`src/rtl/serial_sub_pkg.sv`:
```
// ============================================================================
// Module      : serial_sub_pkg
// Description : Shared types and constants for the bit-serial subtractor.
// Revision    : 1.0 - initial release
// ============================================================================
`default_nettype none

package serial_sub_pkg;

    localparam int c_default_width = 8;

    typedef enum logic [1:0] {
        IDLE = 2'd0,
        RUN  = 2'd1,
        FIN  = 2'd2
    } state_t;

endpackage : serial_sub_pkg

`default_nettype wire

```
`src/rtl/fs_cell.sv`:
```
// ============================================================================
// Module      : fs_cell
// Description : Combinational 1-bit full subtractor (a - b - c).
// Revision    : 1.0 - initial release
// ============================================================================
`default_nettype none

module fs_cell (
    input  logic a,
    input  logic b,
    input  logic c,
    output logic d,
    output logic bo
);

    assign d  = a ^ b ^ c;
    assign bo = (~a & b) | (c & ~(a ^ b));

endmodule : fs_cell

`default_nettype wire

```
`src/rtl/serial_sub_ctrl.sv`:
```
// ============================================================================
// Module      : serial_sub_ctrl
// Description : Bit-serial WIDTH-bit subtractor, LSB first, start/busy/done.
//               Optional signed-overflow output enabled by SERIAL_SUB_OVF_EN.
// Revision    : 1.0 - initial release
// ============================================================================
`default_nettype none

module serial_sub_ctrl
    import serial_sub_pkg::*;
#(
    parameter int WIDTH = c_default_width
) (
    input  logic             clk,
    input  logic             rst,
    input  logic             start,
    input  logic [WIDTH-1:0] a_in,
    input  logic [WIDTH-1:0] b_in,
    input  logic             bin,
    output logic             busy,
    output logic             done,
    output logic [WIDTH-1:0] diff,
    output logic             bout
`ifdef SERIAL_SUB_OVF_EN
    ,
    output logic             ovf
`endif
);

    localparam int CNT_W = (WIDTH > 1) ? $clog2(WIDTH) : 1;

    state_t             r_state;
    state_t             w_next_state;
    logic               w_accept;
    logic               w_run;
    logic               w_fin;
    logic               w_busy;

    logic [WIDTH-1:0]   r_a_sh;
    logic [WIDTH-1:0]   r_b_sh;
    logic [WIDTH-1:0]   r_res;
    logic [CNT_W-1:0]   r_cnt;
    logic               r_borrow;
    logic               r_done;
    logic [WIDTH-1:0]   r_diff;
    logic               r_bout;

    logic               w_cell_d;
    logic               w_cell_bo;

    fs_cell u_fs_cell (
        .a  (r_a_sh[0]),
        .b  (r_b_sh[0]),
        .c  (r_borrow),
        .d  (w_cell_d),
        .bo (w_cell_bo)
    );

    always_ff @(posedge clk) begin
        if (rst) begin
            r_state <= IDLE;
        end else begin
            r_state <= w_next_state;
        end
    end

    always_comb begin
        w_next_state = r_state;
        w_accept     = 1'b0;
        w_run        = 1'b0;
        w_fin        = 1'b0;
        w_busy       = 1'b0;
        case (r_state)
            IDLE: begin
                if (start) begin
                    w_accept     = 1'b1;
                    w_next_state = RUN;
                end
            end
            RUN: begin
                w_run  = 1'b1;
                w_busy = 1'b1;
                if (r_cnt == CNT_W'(WIDTH - 1)) begin
                    w_next_state = FIN;
                end
            end
            FIN: begin
                // Busy stays high until the result is published on this edge.
                w_fin        = 1'b1;
                w_busy       = 1'b1;
                w_next_state = IDLE;
            end
            default: begin
                w_next_state = IDLE;
            end
        endcase
    end

    always_ff @(posedge clk) begin
        if (rst) begin
            r_a_sh   <= '0;
            r_b_sh   <= '0;
            r_res    <= '0;
            r_cnt    <= '0;
            r_borrow <= 1'b0;
            r_done   <= 1'b0;
            r_diff   <= '0;
            r_bout   <= 1'b0;
        end else begin
            r_done <= 1'b0;
            if (w_accept) begin
                r_a_sh   <= a_in;
                r_b_sh   <= b_in;
                r_borrow <= bin;
                r_res    <= '0;
                r_cnt    <= '0;
            end else if (w_run) begin
                // Each new difference bit enters at the MSB, so after WIDTH
                // shifts the first (LSB) bit has arrived at position 0.
                r_res    <= {w_cell_d, r_res[WIDTH-1:1]};
                r_borrow <= w_cell_bo;
                r_a_sh   <= r_a_sh >> 1;
                r_b_sh   <= r_b_sh >> 1;
                r_cnt    <= r_cnt + 1'b1;
            end else if (w_fin) begin
                r_diff <= r_res;
                r_bout <= r_borrow;
                r_done <= 1'b1;
            end
        end
    end

    assign busy = w_busy;
    assign done = r_done;
    assign diff = r_diff;
    assign bout = r_bout;

`ifdef SERIAL_SUB_OVF_EN
    // Operand MSBs are shifted out of the operand registers during RUN.
    logic r_a_msb;
    logic r_b_msb;
    logic r_ovf;

    always_ff @(posedge clk) begin
        if (rst) begin
            r_a_msb <= 1'b0;
            r_b_msb <= 1'b0;
            r_ovf   <= 1'b0;
        end else begin
            if (w_accept) begin
                r_a_msb <= a_in[WIDTH-1];
                r_b_msb <= b_in[WIDTH-1];
            end else if (w_fin) begin
                r_ovf <= (r_a_msb ^ r_b_msb) & (r_a_msb ^ r_res[WIDTH-1]);
            end
        end
    end

    assign ovf = r_ovf;
`endif

endmodule : serial_sub_ctrl

`default_nettype wire

```
`config.mk`:
```
export PLATFORM = sky130hd
export DESIGN_NAME = serial_sub_ctrl
export DESIGN_NICKNAME = d
export VERILOG_FILES = /design/src/rtl/serial_sub_pkg.sv /design/src/rtl/fs_cell.sv /design/src/rtl/serial_sub_ctrl.sv
export SDC_FILE = /design/constraint.sdc
export NUM_CORES = 1
export LEC_CHECK = 0
export ABC_AREA = 1
export BUFFER_PORTS_ARGS = -buffer_cell sky130_fd_sc_hd__buf_2
export CAP_MARGIN = 15
export CORE_ASPECT_RATIO = 1.4
export CORE_MARGIN = 3
export CORE_UTILIZATION = 55
export DETAILED_ROUTE_END_ITERATION = 10
export PLACE_DENSITY = 0.78
export SLEW_MARGIN = 10
export SYNTH_ARGS = -nofsm -noshare
export SYNTH_HDL_FRONTEND = slang
export SYNTH_SLANG_ARGS = --single-unit
```
`constraint.sdc`:
```
create_clock -name clk -period 1.8 [get_ports clk]
set_clock_uncertainty 0.15 [all_clocks]
set_input_delay 0.18 -clock clk [delete_from_list [all_inputs] [get_ports clk]]
set_output_delay 0.18 -clock clk [all_outputs]
set_load 0.005 [all_outputs]
```
Word level (Yosys, flattened, before mapping)
Cells that the tools add are included.

storage, ports and cells
  bits in registers = 40
  output and inout bits = 11
  word-level logic and storage cells = 46

operators by class
  add/subtract/negate cells = 1
  eq/ne operators = 5
  muxes and demuxes = 15
  bitwise operators = 9
  reduce and logical (&&, ||, !) cells = 7

operator list
  kind                 count
  $mux 8               4
  $mux 1               8
  $mux 2               2
  $ne 2x2->1 const B   2
  $not 1->1            4
  $pmux 2 s2           1
  $reduce_or 2->1      2
  $add 3x1->3 const B  1
  $eq 3x3->1 const B   1
  $reduce_and 3->1     1
  $reduce_or 3->1      1
  $and 1x1->1          2
  $eq 2x1->1 const B   1
  $eq 2x2->1 const B   1
  $logic_not 2->1      1
  $reduce_and 2->1     1
  $reduce_bool 2->1    1
  $xor 1x1->1          2
  $or 1x1->1           1

Longest topological paths before layout
Gate-level depths: netlist of the first run.

  word-level depth = 6
  depth in mapped cells = 8
  depth with buffers taken out = 7

Hierarchy
From an unflattened synthesis of the first run, not the netlist that was laid out.

second synthesis, totals
  cells, all modules = 261
  area, all modules = 1924.3 um2

by module, submodules not included
  module           times used  cells each  area an instance (um2)  sequential area each (um2)
  serial_sub_ctrl  1           257         1893.1                  800.8
  fs_cell          1           4           31.3                    0.0

Least setup slack after synthesis of the first run
No wires, ideal clock.

  kind = reg-to-reg
  start point = register r_state[0]
  end point = register r_a_sh[0]
  setup time = 0.125 ns
  arrival time = 1.112 ns
  setup slack = 0.413 ns
  stages on the path, launching flop included = 9
  buffers on the path = 2
  cells stage by stage = dfxtp_1 > inv_1 > ha_1 > buf_6 > nand2_8 > buf_6 > nand2_1 > nand2_1 > a21oi_2

on the way
  word-level cells in the longest chain between the ends = 3
  elaborated cells on any way between the ends = 6
  those cells by class = 1 x eq/ne; 3 x mux; 2 x reduce/logical

RTL lines
  element                                                       RTL line                text
  start, declared                                               serial_sub_ctrl.sv:32   state_t r_state;
  start signal, assigned                                        serial_sub_ctrl.sv:63   r_state <= w_next_state;
  $eq 2x1->1 / $logic_not 2->1 (equally long branches)          serial_sub_ctrl.sv:73   case (r_state)
  $mux 1                                                        serial_sub_ctrl.sv:73
  $reduce_bool 2->1 (no line) / $mux 8 (equally long branches)  n/a
  end signal, assigned                                          serial_sub_ctrl.sv:112  r_a_sh <= a_in;
  end signal, assigned                                          serial_sub_ctrl.sv:122  r_a_sh <= r_a_sh >> 1;
  end, declared                                                 serial_sub_ctrl.sv:39   logic [WIDTH-1:0] r_a_sh;

Several ways; a longest one is shown, not always the timed one.
A chain may end at the register's enable or synchronous reset.

Worst setup path in the final report of the first run
  start point = register r_state[0]
  end point = register r_res[3]

on the way
  word-level cells in the longest chain between the ends = 3
  elaborated cells on any way between the ends = 5
  those cells by class = 1 x eq/ne; 2 x mux; 2 x reduce/logical

RTL lines
  element                    RTL line                text
  $logic_not 2->1            serial_sub_ctrl.sv:73
  $mux 1                     serial_sub_ctrl.sv:73
  $reduce_or 2->1 (no line)  n/a
  end signal, assigned       serial_sub_ctrl.sv:120  r_res <= {w_cell_d, r_res[WIDTH-1:1]};
  end, declared              serial_sub_ctrl.sv:41   logic [WIDTH-1:0] r_res;

Several ways; a longest one is shown, not always the timed one.

==> results of run 1 <==
[path summary, 6_finish.rpt]
kind	start	end	slack, ps	cells past startpoint
worst min register to register	r_cnt[1]$_SDFFE_PP0N_	r_cnt[1]$_SDFFE_PP0N_	320	2
worst min-delay path	b_in[5]	r_b_sh[5]$_SDFFE_PP0P_	60	5
worst max-delay path	r_state[0]$_SDFFE_PP0P_	r_res[3]$_SDFFE_PP0N_	140	5
worst max register to register	r_state[0]$_SDFFE_PP0P_	r_res[3]$_SDFFE_PP0N_	140	5
[area by class of cell]
cell class | instances | area [um^2]
clock buffers | 5 | 68.82
clock inverters | 3 | 47.55
fillers | 319 | 1212
inverters | 26 | 97.59
multi-input cells | 175 | 902.1
flip-flops and latches | 40 | 800.8
well taps | 40 | 50.05
repair buffers | 40 | 230.2
[state kept, by name (all words and copies together), names as in the netlist]
name and flops:
r_b_sh 8, diff 8, r_res 8, r_borrow 1
r_state 2, bout 1, r_cnt 3, done 1
r_a_sh 8
[layer usage]
layer  track usage, %  up-vias
li1                 -      874
met1            21.20      749
met2            34.19       34
met3            5.932       12
met4            9.739        0
met5                0        -
[cells in the final DEF, fill, tap and decap left out, drive strengths merged]
| cell | netlist | layout |
|---|---|---|
| buf | 16 | 38 |
| bufinv | 0 | 1 |
| nor3 | 1 | 1 |
| fa | 1 | 1 |
| clkbuf | 1 | 5 |
| clkinv | 1 | 3 |
| nor2 | 19 | 19 |
| ha | 7 | 7 |
| dfxtp | 40 | 40 |
| dlygate4sd3 | 0 | 2 |
| xnor2 | 1 | 1 |
| inv | 25 | 25 |
| nand3b | 2 | 2 |
| a21oi | 30 | 30 |
| nand2 | 73 | 73 |
| nand3 | 32 | 32 |
| o21ai | 9 | 9 |
[cells by family after synthesis]
kind of cell	after synthesis	synth area share, %
buffers and inverters	43	12.81
AND/OR/NAND/NOR	127	27.74
flip-flops	40	41.00
adder cells (fa/ha/maj)	8	5.509
XOR/XNOR	1	0.4485
AO/OA/AOI/OAI	39	12.49
[worst max-delay path: cells and delay by family (launching register included)]
kind | cells | cell delay (ps)
flops | 1 | 380
buf+inv | 1 | 100
compound gates | 1 | 230
fa+ha+maj | 1 | 290
simple gates | 2 | 430
[power by group]
group,internal (uW),leakage (uW),switching [uW]
combinational,545,0.000662,874
sequential,1130,0.000327,130
clock,417,0.0000583,330
total,2090,0.00105,1330
[per-stage QoR]
step	setup WS, ps	total power (uW)	instances	hold slack [ps]	instance area, um^2
2_1_floorplan	413.1	2441	258	175.1	1953
3_3_place_gp	213.1	2665	319	284.9	2061
3_5_place_dp	188.0	2691	319	293.6	2061
4_1_cts	142.7	3460	329	61.30	2197
5_1_grt	23.47	3719	329	81.41	2197
6_report	141.9	3427	329	64.05	2197
==> summary by stage, run 1 <==
Floorplanning
Once the floorplan was initialized, standard cells occupied between 50% and 60% of the core. The die is between 50 and 60 um wide. The floorplan row count is 25. 31 I/O pins were placed. The area inside the core boundary is around 3400 um^2.

In this run the vertical extent of the chip is around 77 um. The die area is 4312 um^2.

Clock network
TritonCTS built the clock tree. Clock tree synthesis inserted a total of 5 buffers. The root buffer cell is sky130_fd_sc_hd__clkbuf_8. In this run, post-CTS repair resized a total of 0 instances.

The H-tree was split into 2 levels. The clock sink total is 40. Post-CTS timing repair inserted 0 buffers for setup. The clock-pin transition on the worst setup and hold timing paths is 80 ps. The number of buffers added to fix hold violations after cts is 2. The clock network latency to the later pin of the worst-skew pair is approximately 300 ps. The buffer depth of the longest clock path is 2.

Power and ir drop
The worst-case IR drop observed on VDD is roughly 1.0 mV. Summed over all cells, the static leakage comes to approximately 0.0010 uW. Dividing total power by cell area gives a power density of roughly 1600 nW/um^2.

Logic synthesis
By count the netlist is led by sky130_fd_sc_hd__nand2_1, sky130_fd_sc_hd__dfxtp_1, sky130_fd_sc_hd__nand3_1. Summing the sequential cell areas from Yosys gives roughly 41% of the chip area. The number of synthesized register bits is 40.

The net count of the mapped netlist is between 200 and 300. The number of enable-type register cells in the synthesized netlist is 0. The most common flop cell mapped by yosys is sky130_fd_sc_hd__dfxtp_1. The post-synthesis instance area is roughly 2000 um^2. The count of different cell masters after synthesis is 21. Ranked by total cell area, the synthesized netlist is headed by sky130_fd_sc_hd__dfxtp_1, sky130_fd_sc_hd__nand2_1, sky130_fd_sc_hd__nand3_1, sky130_fd_sc_hd__a21oi_2, sky130_fd_sc_hd__buf_6.

Summed over all instances, the cell type with the most area after synthesis is sky130_fd_sc_hd__dfxtp_1. The cell count after synthesis came out at between 200 and 300. Yosys printed 0 warnings. The share of the synthesized area in the top cell type is 41.00%. The most common cell in the netlist is sky130_fd_sc_hd__nand2_1. The share of flip-flops with an asynchronous set or reset is 0%.

Dividing the synthesized area by the synthesized cell count gives between 7 and 8 um^2.

Routing
After detailed routing, the met3 layer carries between 150 and 200 um of wire. Summed over all layers, the routed wires come to between 3 and 4 mm. The first-pass iteration count of the detailed router is 4. In the final routed layout, each cell accounts on average for ~12 um. The number of vias per cell after detailed routing is between 5 and 6. The number of design-rule violations left by the first detailed-router iteration is 60. The detailed router put a total of around 1.7 mm of wire on met1.

The number of nets with antenna violations after detailed routing is 0. In the detailed route, the total length drawn on met2 is 1.960 mm. The vias after detailed routing is ~1700. The detailed-route DRC error count is 0. The highest metal layer carrying signal wires in the routed design is met4.

Timing
Static timing analysis puts the maximum clock frequency at slightly above 600 MHz. At the pin with the least slew margin, the transition time is approximately 480 ps. The final period demand of the worst path is around 1700 ps. Setup violations remaining at the end of the flow were counted as 0.

The final-layout setup total negative slack is 0 ps. Setup repair after global routing left no endpoint under its margin. The number of max-slew violations in the final report is 0. The headroom to the max-slew limit is around two thirds. The count of endpoints failing hold in the final timing report is 0. The post-route clock period utilization is a little over 90%.

Worst setup path
Of all nets on the critical path, the largest fanout is 23. The worst setup path is captured at a flop. The highest-delay cell along the critical path is sky130_fd_sc_hd__dfxtp_1. The critical path data required time is roughly 1900 ps. The type of the setup path with the least slack is reg -> reg. On the worst path, the slowest cell contributes a delay of around 380 ps. The kind of start point of the critical path is a flop.

The endpoint arrival time on the critical path is between 1500 and 2000 ps. The critical path goes through inv_1 > ha_1 > nand2_8 > nand2_1 > a21oi_1.

Placed design
Routability-driven placement finished with a final weighted congestion of ~0.79. The count of buffers added on input and output ports is 30. Once detailed placement completed, the half-perimeter wirelength came to roughly 2.6 mm.

GRT
The initial antenna violation count came to 0. The largest net degree at the start of global routing is 28. In the global route stage, overall resource usage came out at 19.69%.

After global routing the overflow that remains totals 0. The first-pass GRT wire length is between 6 and 7 mm. The via count of the first global-routing pass is ~1500.

Job
Max-cap violations in this run came to 0.

Final layout
Cells with a size suffix above 1 make up between 20% and 30% of the layout. The number of antenna diodes in the final layout is 0. The number of nets in the layout is 316. The area growth from synthesis to layout is 12.49%. The post-layout utilization of the core is between 60 and 70%.

Hold path
The worst min-delay path category is in -> reg.

Outcome
The run finished with clean final reports.
Note: power is estimated with default switching activity, not from simulation.
==> inputs of run 2 (changes only) <==
--- a/config.mk
+++ b/config.mk
@@ -16,4 +16,5 @@
 export SLEW_MARGIN = 10
 export SYNTH_ARGS = -nofsm -noshare
 export SYNTH_HDL_FRONTEND = slang
+export SYNTH_HIERARCHICAL = 1
 export SYNTH_SLANG_ARGS = --single-unit
==> run 2 against run 1 <==
  * Global-route usage down 2.0 points
  * Power decreased by 6.8%
  * Sequential share of layout area up 0.87 points
  * Non-clock buffer count is 2 lower
  * Combinational power shrank 6%
  * First-iteration DRC count down 3.3%
  * Maximum frequency is 2.7% higher
  * Critical path depth unchanged
  * Critical path type unchanged
  * Largest cell class unchanged
==> summary by stage, run 2 <==
Outcome
The run finished with clean final reports.

Placed design
The post-detailed-placement half-perimeter wirelength is approximately 2.4 mm. At the end of routability-driven placement, the weighted congestion stood at between 0.7 and 0.8. The number of placed instances, taps included is about 320. Input and output buffers added on the ports amount to 30.

Timing
Setup repair after global routing left no endpoint under its margin. In the finished design, the share of the clock period the worst path needs comes to between 80 and 90%. Adding up every negative setup slack in the final design gives 0 ps. The number of max-slew violations in the final report is 0. Based on the critical path, the design can be clocked at up to 619.3 MHz. The headroom to the max-slew limit is a little under three quarters. The final setup violation count is 0. The count of endpoints failing hold in the final timing report is 0. The actual transition at the worst max-transition pin is roughly 430 ps. Counting I/O delays and the setup requirement, the final critical path takes between 1500 and 2000 ps.

Logic synthesis
In this run the mean area of a mapped cell was ~7.4 um^2. Yosys instantiated no cell more often than sky130_fd_sc_hd__nand2_1. Of all flip-flops after synthesis, the portion carrying an async set or reset was 0%. Yosys printed 6 warnings. The number of enable-type register cells in the synthesized netlist is 0. By area the synthesized netlist is led by sky130_fd_sc_hd__dfxtp_1, sky130_fd_sc_hd__nand2_1, sky130_fd_sc_hd__nand3_1, sky130_fd_sc_hd__a21oi_1, sky130_fd_sc_hd__inv_1. The synthesized instance count is 261. Summing every instance area after synthesis gives a little under 2000 um^2.

The share of the synthesized area in the top cell type is between 40% and 50%. The cell type with the largest total area after synthesis is sky130_fd_sc_hd__dfxtp_1. After synthesis, the netlist uses 19 different library cells.

Among all flip-flop cells after synthesis, the most frequent one is sky130_fd_sc_hd__dfxtp_1. The number of synthesized register bits is 40. Sequential elements use about two fifths of the synthesized area.

When the netlist entered floorplanning its net count stood at 289. After synthesis, the most frequently instantiated cells are sky130_fd_sc_hd__nand2_1, sky130_fd_sc_hd__dfxtp_1, sky130_fd_sc_hd__nand3_1.

Routing
The met3 wire length is approximately 130 um. In the routed layout, each cell is associated on average with a via count of between 4 and 5. The sum of met2 wire segment lengths after detailed routing is 1.804 mm.

The detailed-route DRC error count is 0. In the final routed layout, each cell accounts on average for 10.78 um. The vias after detailed routing is between 1500 and 2000. For this run, the detailed router's first-pass iteration total came to 4.

The count of nets left with antenna violations once routing finished came out at 0. The number of design-rule violations left by the first detailed-router iteration is a little under 60. The highest layer used for signal routing is met4. For this block, wires on met1 add up to 1.560 mm. After detailed routing, the total wire length is 3.548 mm.

Power and ir drop
The relative contribution of sequential cells to total power is about two fifths. In this run switching power makes up about two fifths of total power. The analysis attributes to net switching a power of between 1000 and 1500 uW. In this run the static leakage power is 0.001044 uW. The clock share of power is about a fifth. The highest ir drop seen on vdd is between 1 and 1.5 mV.

The proportion of power drawn by combinational gates is roughly two fifths. In this run the power density over the cells is ~1500 nW/um^2. The cell-internal power is 1938 uW.

Worst setup path
Among all stages on the critical path, the largest delay is contributed by sky130_fd_sc_hd__dfxtp_1. In this run the worst path has a maximum fanout of 27. In this run the number of cells on the critical path is 5.

STA puts the critical path data required time at roughly 1900 ps. The endpoint arrival time on the critical path is 1690 ps. The total buffers and inverters traversed by the critical path is 2. In this design, the largest share of critical-path delay is due to buffers and inverters.

On the worst path, the slowest cell contributes a delay of approximately 380 ps. The worst setup path is launched from a flop. The number of cell instances on the worst register-to-register path is 5. The worst setup path is captured at a flop. The type of the setup path with the least slack is reg -> reg. The critical path goes through inv_1 > ha_1 > inv_2 > nand3_1 > a21oi_2.

Floorplanning
The area inside the core boundary is 3243 um^2. The die area is approximately 4300 um^2. From bottom edge to top edge, the die measures roughly 76 um. The floorplan has 24 rows. The starting utilization of the core area is 59.34%. The die width is approximately 56 um. The count of boundary I/O pins is 31.

Clock network
The clock passes through at most 2 buffers. The clock sink total is 40. The clock-pin transition on the worst setup and hold timing paths is roughly 70 ps. The level count of the clock H-tree is 2. TritonCTS built the clock tree. In this run the post-CTS setup repair buffer count came out at 0. Clock tree synthesis inserted a total of 5 buffers. The clock network latency to the later pin of the worst-skew pair is a little under 300 ps.

The root buffer cell is sky130_fd_sc_hd__clkbuf_8.

Final layout
In the layout the commonest cells are sky130_fd_sc_hd__nand2_1, sky130_fd_sc_hd__dfxtp_1, sky130_fd_sc_hd__nand3_1. The most common cell after layout, fill and taps aside is sky130_fd_sc_hd__nand2_1. The share of cells above drive strength 1 is between 10% and 20%. From synthesis to final layout, the design area changed by 11.51%. Leaving out filler cells and counting taps, the final layout contains 329. The number of nets in the layout is 317. The count of inserted antenna diode cells is 0.

GRT
For this run, the total global-route usage over all layers was measured as 17.74%. The initial antenna violation count is 0. The first global-routing pass estimated just over 6 mm of wire.

The total grt overflow is 0. The largest net degree at the start of global routing is 28. The via count of the first global-routing pass came to between 1500 and 2000.

Hold path
Counting instances, the worst hold path has a depth of 5. The tightest min-delay check is of the in -> reg type.

Job
Max-cap violations in this run came to 0.
run 2: changes by cell type after synthesis, moves of 2 or more:
| cell | previous run | this run |
|---|---|---|
| sky130_fd_sc_hd__nor2_1 | 19 | 21 |
| sky130_fd_sc_hd__inv_1 | 24 | 26 |
| sky130_fd_sc_hd__nand3b_1 | 2 | 0 |
| sky130_fd_sc_hd__a21oi_1 | 17 | 21 |
| sky130_fd_sc_hd__nand3_1 | 32 | 34 |
| sky130_fd_sc_hd__a21oi_2 | 13 | 8 |
| sky130_fd_sc_hd__buf_6 | 8 | 6 |
run 2: routing by layer:
layer | global-route usage (%) | vias up
li1 | - | 873
met1 | 18.42 | 733
met2 | 33.26 | 26
met3 | 4.068 | 7
met4 | 7.126 | 0
met5 | 0 | -
run 2: logic make-up after synthesis:
family          share of synthesized area (%)
compound gates                          11.44
buf+inv                                 12.61
flops                                   41.61
simple gates                            28.28
fa+ha+maj                               5.592
xor+xnor                               0.4552
run 2: through the flow:
stage	utilization [%]	setup slack, ps	cell area (um^2)	hold slack [ps]	total power [uW]
2_1_floorplan	-	399.4	1924	177.1	2403
3_3_place_gp	62.62	200.7	2031	286.4	2590
3_5_place_dp	62.62	153.4	2031	288.7	2606
4_1_cts	66.09	138.9	2143	74.31	3227
5_1_grt	66.17	27.12	2146	114.1	3492
6_report	66.17	185.4	2146	73.87	3195
run 2: worst paths after layout:
check / startpoint / end / slack [ps]
setup reg to reg: r_state[1]$_SDFFE_PP0P_ / r_a_sh[6]$_SDFFE_PP0P_ / 190
hold / removal: b_in[4] / r_b_sh[4]$_SDFFE_PP0P_ / 70
setup / recovery: r_state[1]$_SDFFE_PP0P_ / r_a_sh[6]$_SDFFE_PP0P_ / 190
hold reg to reg: r_res[0]$_SDFFE_PP0N_ / r_res[0]$_SDFFE_PP0N_ / 310
run 2: cell type report:
class,instances,area [um^2]
Multi-Input combinational cell,176,883.3
Inverter,28,105.1
Clock inverter,2,10.01
Clock buffer,6,82.58
Sequential cell,40,800.8
Timing Repair Buffer,38,215.2
Fill cell,302,1097
Tap cell,39,48.80
run 2: power groups by stage:
stage	registers (uW)	clock network, uW	logic [uW]
after floorplan	1270	0	1140
after global placement	1270	0	1320
after detailed placement	1280	0	1330
after CTS	1260	621	1340
after global routing	1290	661	1540
final	1260	605	1330
run 2: timing repair:
item,4_1_cts,5_1_grt
hold buffers,2,0
endpoints found under the setup margin,0,1
gates resized for setup,0,1
hold endpoints to repair,2,0
run 2: worst reg2reg max path, stage by stage (launching register included):
cell,delay [ps]
sky130_fd_sc_hd__dfxtp_1,380
sky130_fd_sc_hd__inv_1,110
sky130_fd_sc_hd__ha_1,250
sky130_fd_sc_hd__inv_2,350
sky130_fd_sc_hd__nand3_1,180
sky130_fd_sc_hd__a21oi_2,150
==> inputs of run 3 (changes only) <==
--- a/config.mk
+++ b/config.mk
@@ -12,9 +12,10 @@
 export CORE_MARGIN = 3
 export CORE_UTILIZATION = 55
 export DETAILED_ROUTE_END_ITERATION = 10
-export PLACE_DENSITY = 0.78
+export PLACE_DENSITY = 0.82
 export SLEW_MARGIN = 10
 export SYNTH_ARGS = -nofsm -noshare
 export SYNTH_HDL_FRONTEND = slang
 export SYNTH_HIERARCHICAL = 1
 export SYNTH_SLANG_ARGS = --single-unit
+export TNS_END_PERCENT = 30
==> run 3 against run 2 <==
  * Register-to-register slack barely moved
  * Sequential share of layout area rose by 0.17 points
  * Power rose by 0.24%
  * Count of clock-buffer cells in the layout did not move
  * Sequential power barely moved
  * First-iteration DRC count fell by 16%
  * Global-route usage fell by 0.088 points
  * Flip-flop and latch count did not move
  * Critical path depth rose by 1
  * Worst setup slack got worse by 14 ps
  * Critical path type unchanged
  * Largest power group unchanged
  * Highest routed layer unchanged
==> summary by stage, run 3 (synthesis results as in run 2) <==
Floorplanning
In this run the standard cell core region covers 3243 um^2. The die covers ~4300 um^2. After floorplanning, the core was divided into 24 placement rows. The chip height is around 76 um. The die width is between 50 and 60 um. The count of boundary I/O pins is 31. The starting utilization of the core area is 59.34%.

Hold path
In this run the worst hold path is classified as in -> reg. The cell count of the worst hold path is 5.

Timing
The headroom to the max-slew limit is 69.87%. Static timing analysis puts the maximum clock frequency at between 600 and 700 MHz. The clock period could shrink to about 1600 ps. The post-route clock period utilization is 90.50%. The number of max-slew violations in the final report came to 0. The final-layout setup total negative slack is 0 ps. Setup violations remaining at the end of the flow were counted as 0.

For the pin with the worst max-slew slack, the measured transition is 451.3 ps. The count of endpoints failing hold in the final timing report was 0. Setup repair after global routing left no endpoint under its margin.

Placed design
The post-detailed-placement half-perimeter wirelength is ~2.4 mm. The final RePlAce weighted congestion is 0.7044. Port buffering added 30 buffers. The placed instances occupy a cell area of about 2000 um^2.

Worst setup path
Walking the worst path, the cells encountered are inv_1 > ha_1 > nand2_8 > buf_4 > nand3_1 > a21oi_2. Among all stages on the critical path, the largest delay is contributed by sky130_fd_sc_hd__dfxtp_1. The worst setup path is of the reg -> reg kind. STA puts the critical path data required time at 1880 ps. In this design, the stage delay of the slowest critical-path cell is approximately 380 ps. Counting cells, the worst reg-to-reg path comes to 6. The worst setup path is launched from a flop. Data arrives at the worst endpoint at about 1700 ps. The capturing element type of the critical path is a flop. Along the worst path, the maximum fanout reaches 23.

Power and ir drop
The relative contribution of sequential cells to total power is just under 40%. The clock share of power is around a fifth. The highest ir drop seen on vdd is around 1.2 mV.

The internal portion of the total power is 1934 uW. The proportion of power drawn by combinational gates is between 40% and 50%. The power density over the cells is ~1500 nW/um^2. The switching component of the power is around 1300 uW. The fraction of power spent switching nets is 39.60%. For this design the static power due to leakage is 0.001039 uW.

Routing
The average wire per standard cell is between 10 and 15 um. The post-detailed-routing wire length is roughly 3.5 mm. The first-pass iteration count of the detailed router is 4. Dividing the detail-routed via count by the number of cells gives slightly above 5. Summing over every cut layer, the via total after detailed routing is 1691.

The detailed-route DRC error count is 0. In this run the remaining antenna-violating nets after routing total 0. In this run, the number of DRC markers left after iteration 0 of detailed routing was approximately 50.

GRT
Entering global routing, the biggest net connects 28 pins. The via count of the first global-routing pass is 1482. The overall fraction of global-route tracks in use is ~18%.

The initial antenna violation count is 0. The first-pass GRT wire length is 6.230 mm. Summed over all layers, the global routing overflow is 0.

Final layout
The most common cell after layout, fill and taps aside is sky130_fd_sc_hd__nand2_1. The signed area change from the synthesized netlist to the final layout is 10.99%. The finished cells cover approximately 2100 um^2. The count of inserted antenna diode cells is 0. The share of cells above drive strength 1 is a little under a fifth. The number of nets in the layout is 316. The top cell types in the final layout, fill and taps aside, are sky130_fd_sc_hd__nand2_1, sky130_fd_sc_hd__dfxtp_1, sky130_fd_sc_hd__nand3_1.

Clock network
The clock-pin transition on the worst setup and hold timing paths is around 80 ps. The later pin in the worst-skew pair is clocked with a latency of ~290 ps. The buffer depth of the longest clock path is 2.

The TritonCTS buffer count is 5. The tree built by TritonCTS fans out to 40 sinks. TritonCTS built the clock tree. The level count of the clock H-tree is 2. The number of buffers inserted by post-CTS setup repair is 0.

The root buffer cell is sky130_fd_sc_hd__clkbuf_8.

Outcome
The run finished with clean final reports.

Job
The count of max-cap constraint violations is 0.
-- run 3: cell types whose count changed in the layout (fill, tap and decap cells not counted) --
cell,change
sky130_fd_sc_hd__buf_4,-1
sky130_fd_sc_hd__nand2_2,-1
sky130_fd_sc_hd__nand2_1,+1
-- run 3: cell type report --
| class | count | area (um^2) |
|---|---|---|
| clock buffer | 6 | 82.58 |
| inverter | 28 | 105.1 |
| multi-input combinational | 176 | 880.8 |
| timing repair buffer | 37 | 207.7 |
| sequential | 40 | 800.8 |
| clock inverter | 2 | 10.01 |
| fill | 290 | 1107 |
| tap | 39 | 48.80 |
-- run 3: critical path: cells and delay by family (launching register included) --
family                   cells  cell delay [ps]
flip-flops                   1              380
buffers and inverters        2              290
adder cells (fa/ha/maj)      1              290
AND/OR/NAND/NOR              2              290
AO/OA/AOI/OAI                1              170
-- run 3: worst paths after layout --
path | start | end | slack [ps]
setup / recovery | r_state[0]$_SDFFE_PP0P_ | r_a_sh[2]$_SDFFE_PP0P_ | 170
hold / removal | b_in[4] | r_b_sh[4]$_SDFFE_PP0P_ | 70
setup reg to reg | r_state[0]$_SDFFE_PP0P_ | r_a_sh[2]$_SDFFE_PP0P_ | 170
hold reg to reg | r_res[0]$_SDFFE_PP0N_ | r_res[0]$_SDFFE_PP0N_ | 320
-- run 3: power by group through the flow --
stage	logic [uW]	registers [uW]	clock network [uW]
floorplan	1140	1270	0
global placement	1300	1270	0
detailed placement	1330	1280	0
CTS	1340	1260	624
global route	1510	1290	661
finish	1330	1260	613
-- run 3: per-layer routing --
layer	GRT usage, %	part of all wire (%)	up-vias
met3	4.746	4.9	5
li1	-	-	875
met2	30.21	50	35
met4	5.701	1.5	0
met5	0	0	-
met1	21.13	44	776
-- run 3: stage by stage --
stage	instances	setup slack (ps)	total power [uW]	utilization (%)	hold WS [ps]
after floorplan	261	399.4	2403	-	177.1
after global placement	318	255.9	2574	62.38	285.4
after detailed placement	318	196.9	2605	62.38	289.2
after CTS	328	171.5	3225	65.86	68.59
after global routing	328	38.98	3464	65.86	73.69
final	328	171.0	3202	65.86	72.30
-- run 3: repair_timing --
action                    4_1_cts  5_1_grt
hold buffers                    2        0
gates resized for setup         0        0
hold endpoints to repair        2        0
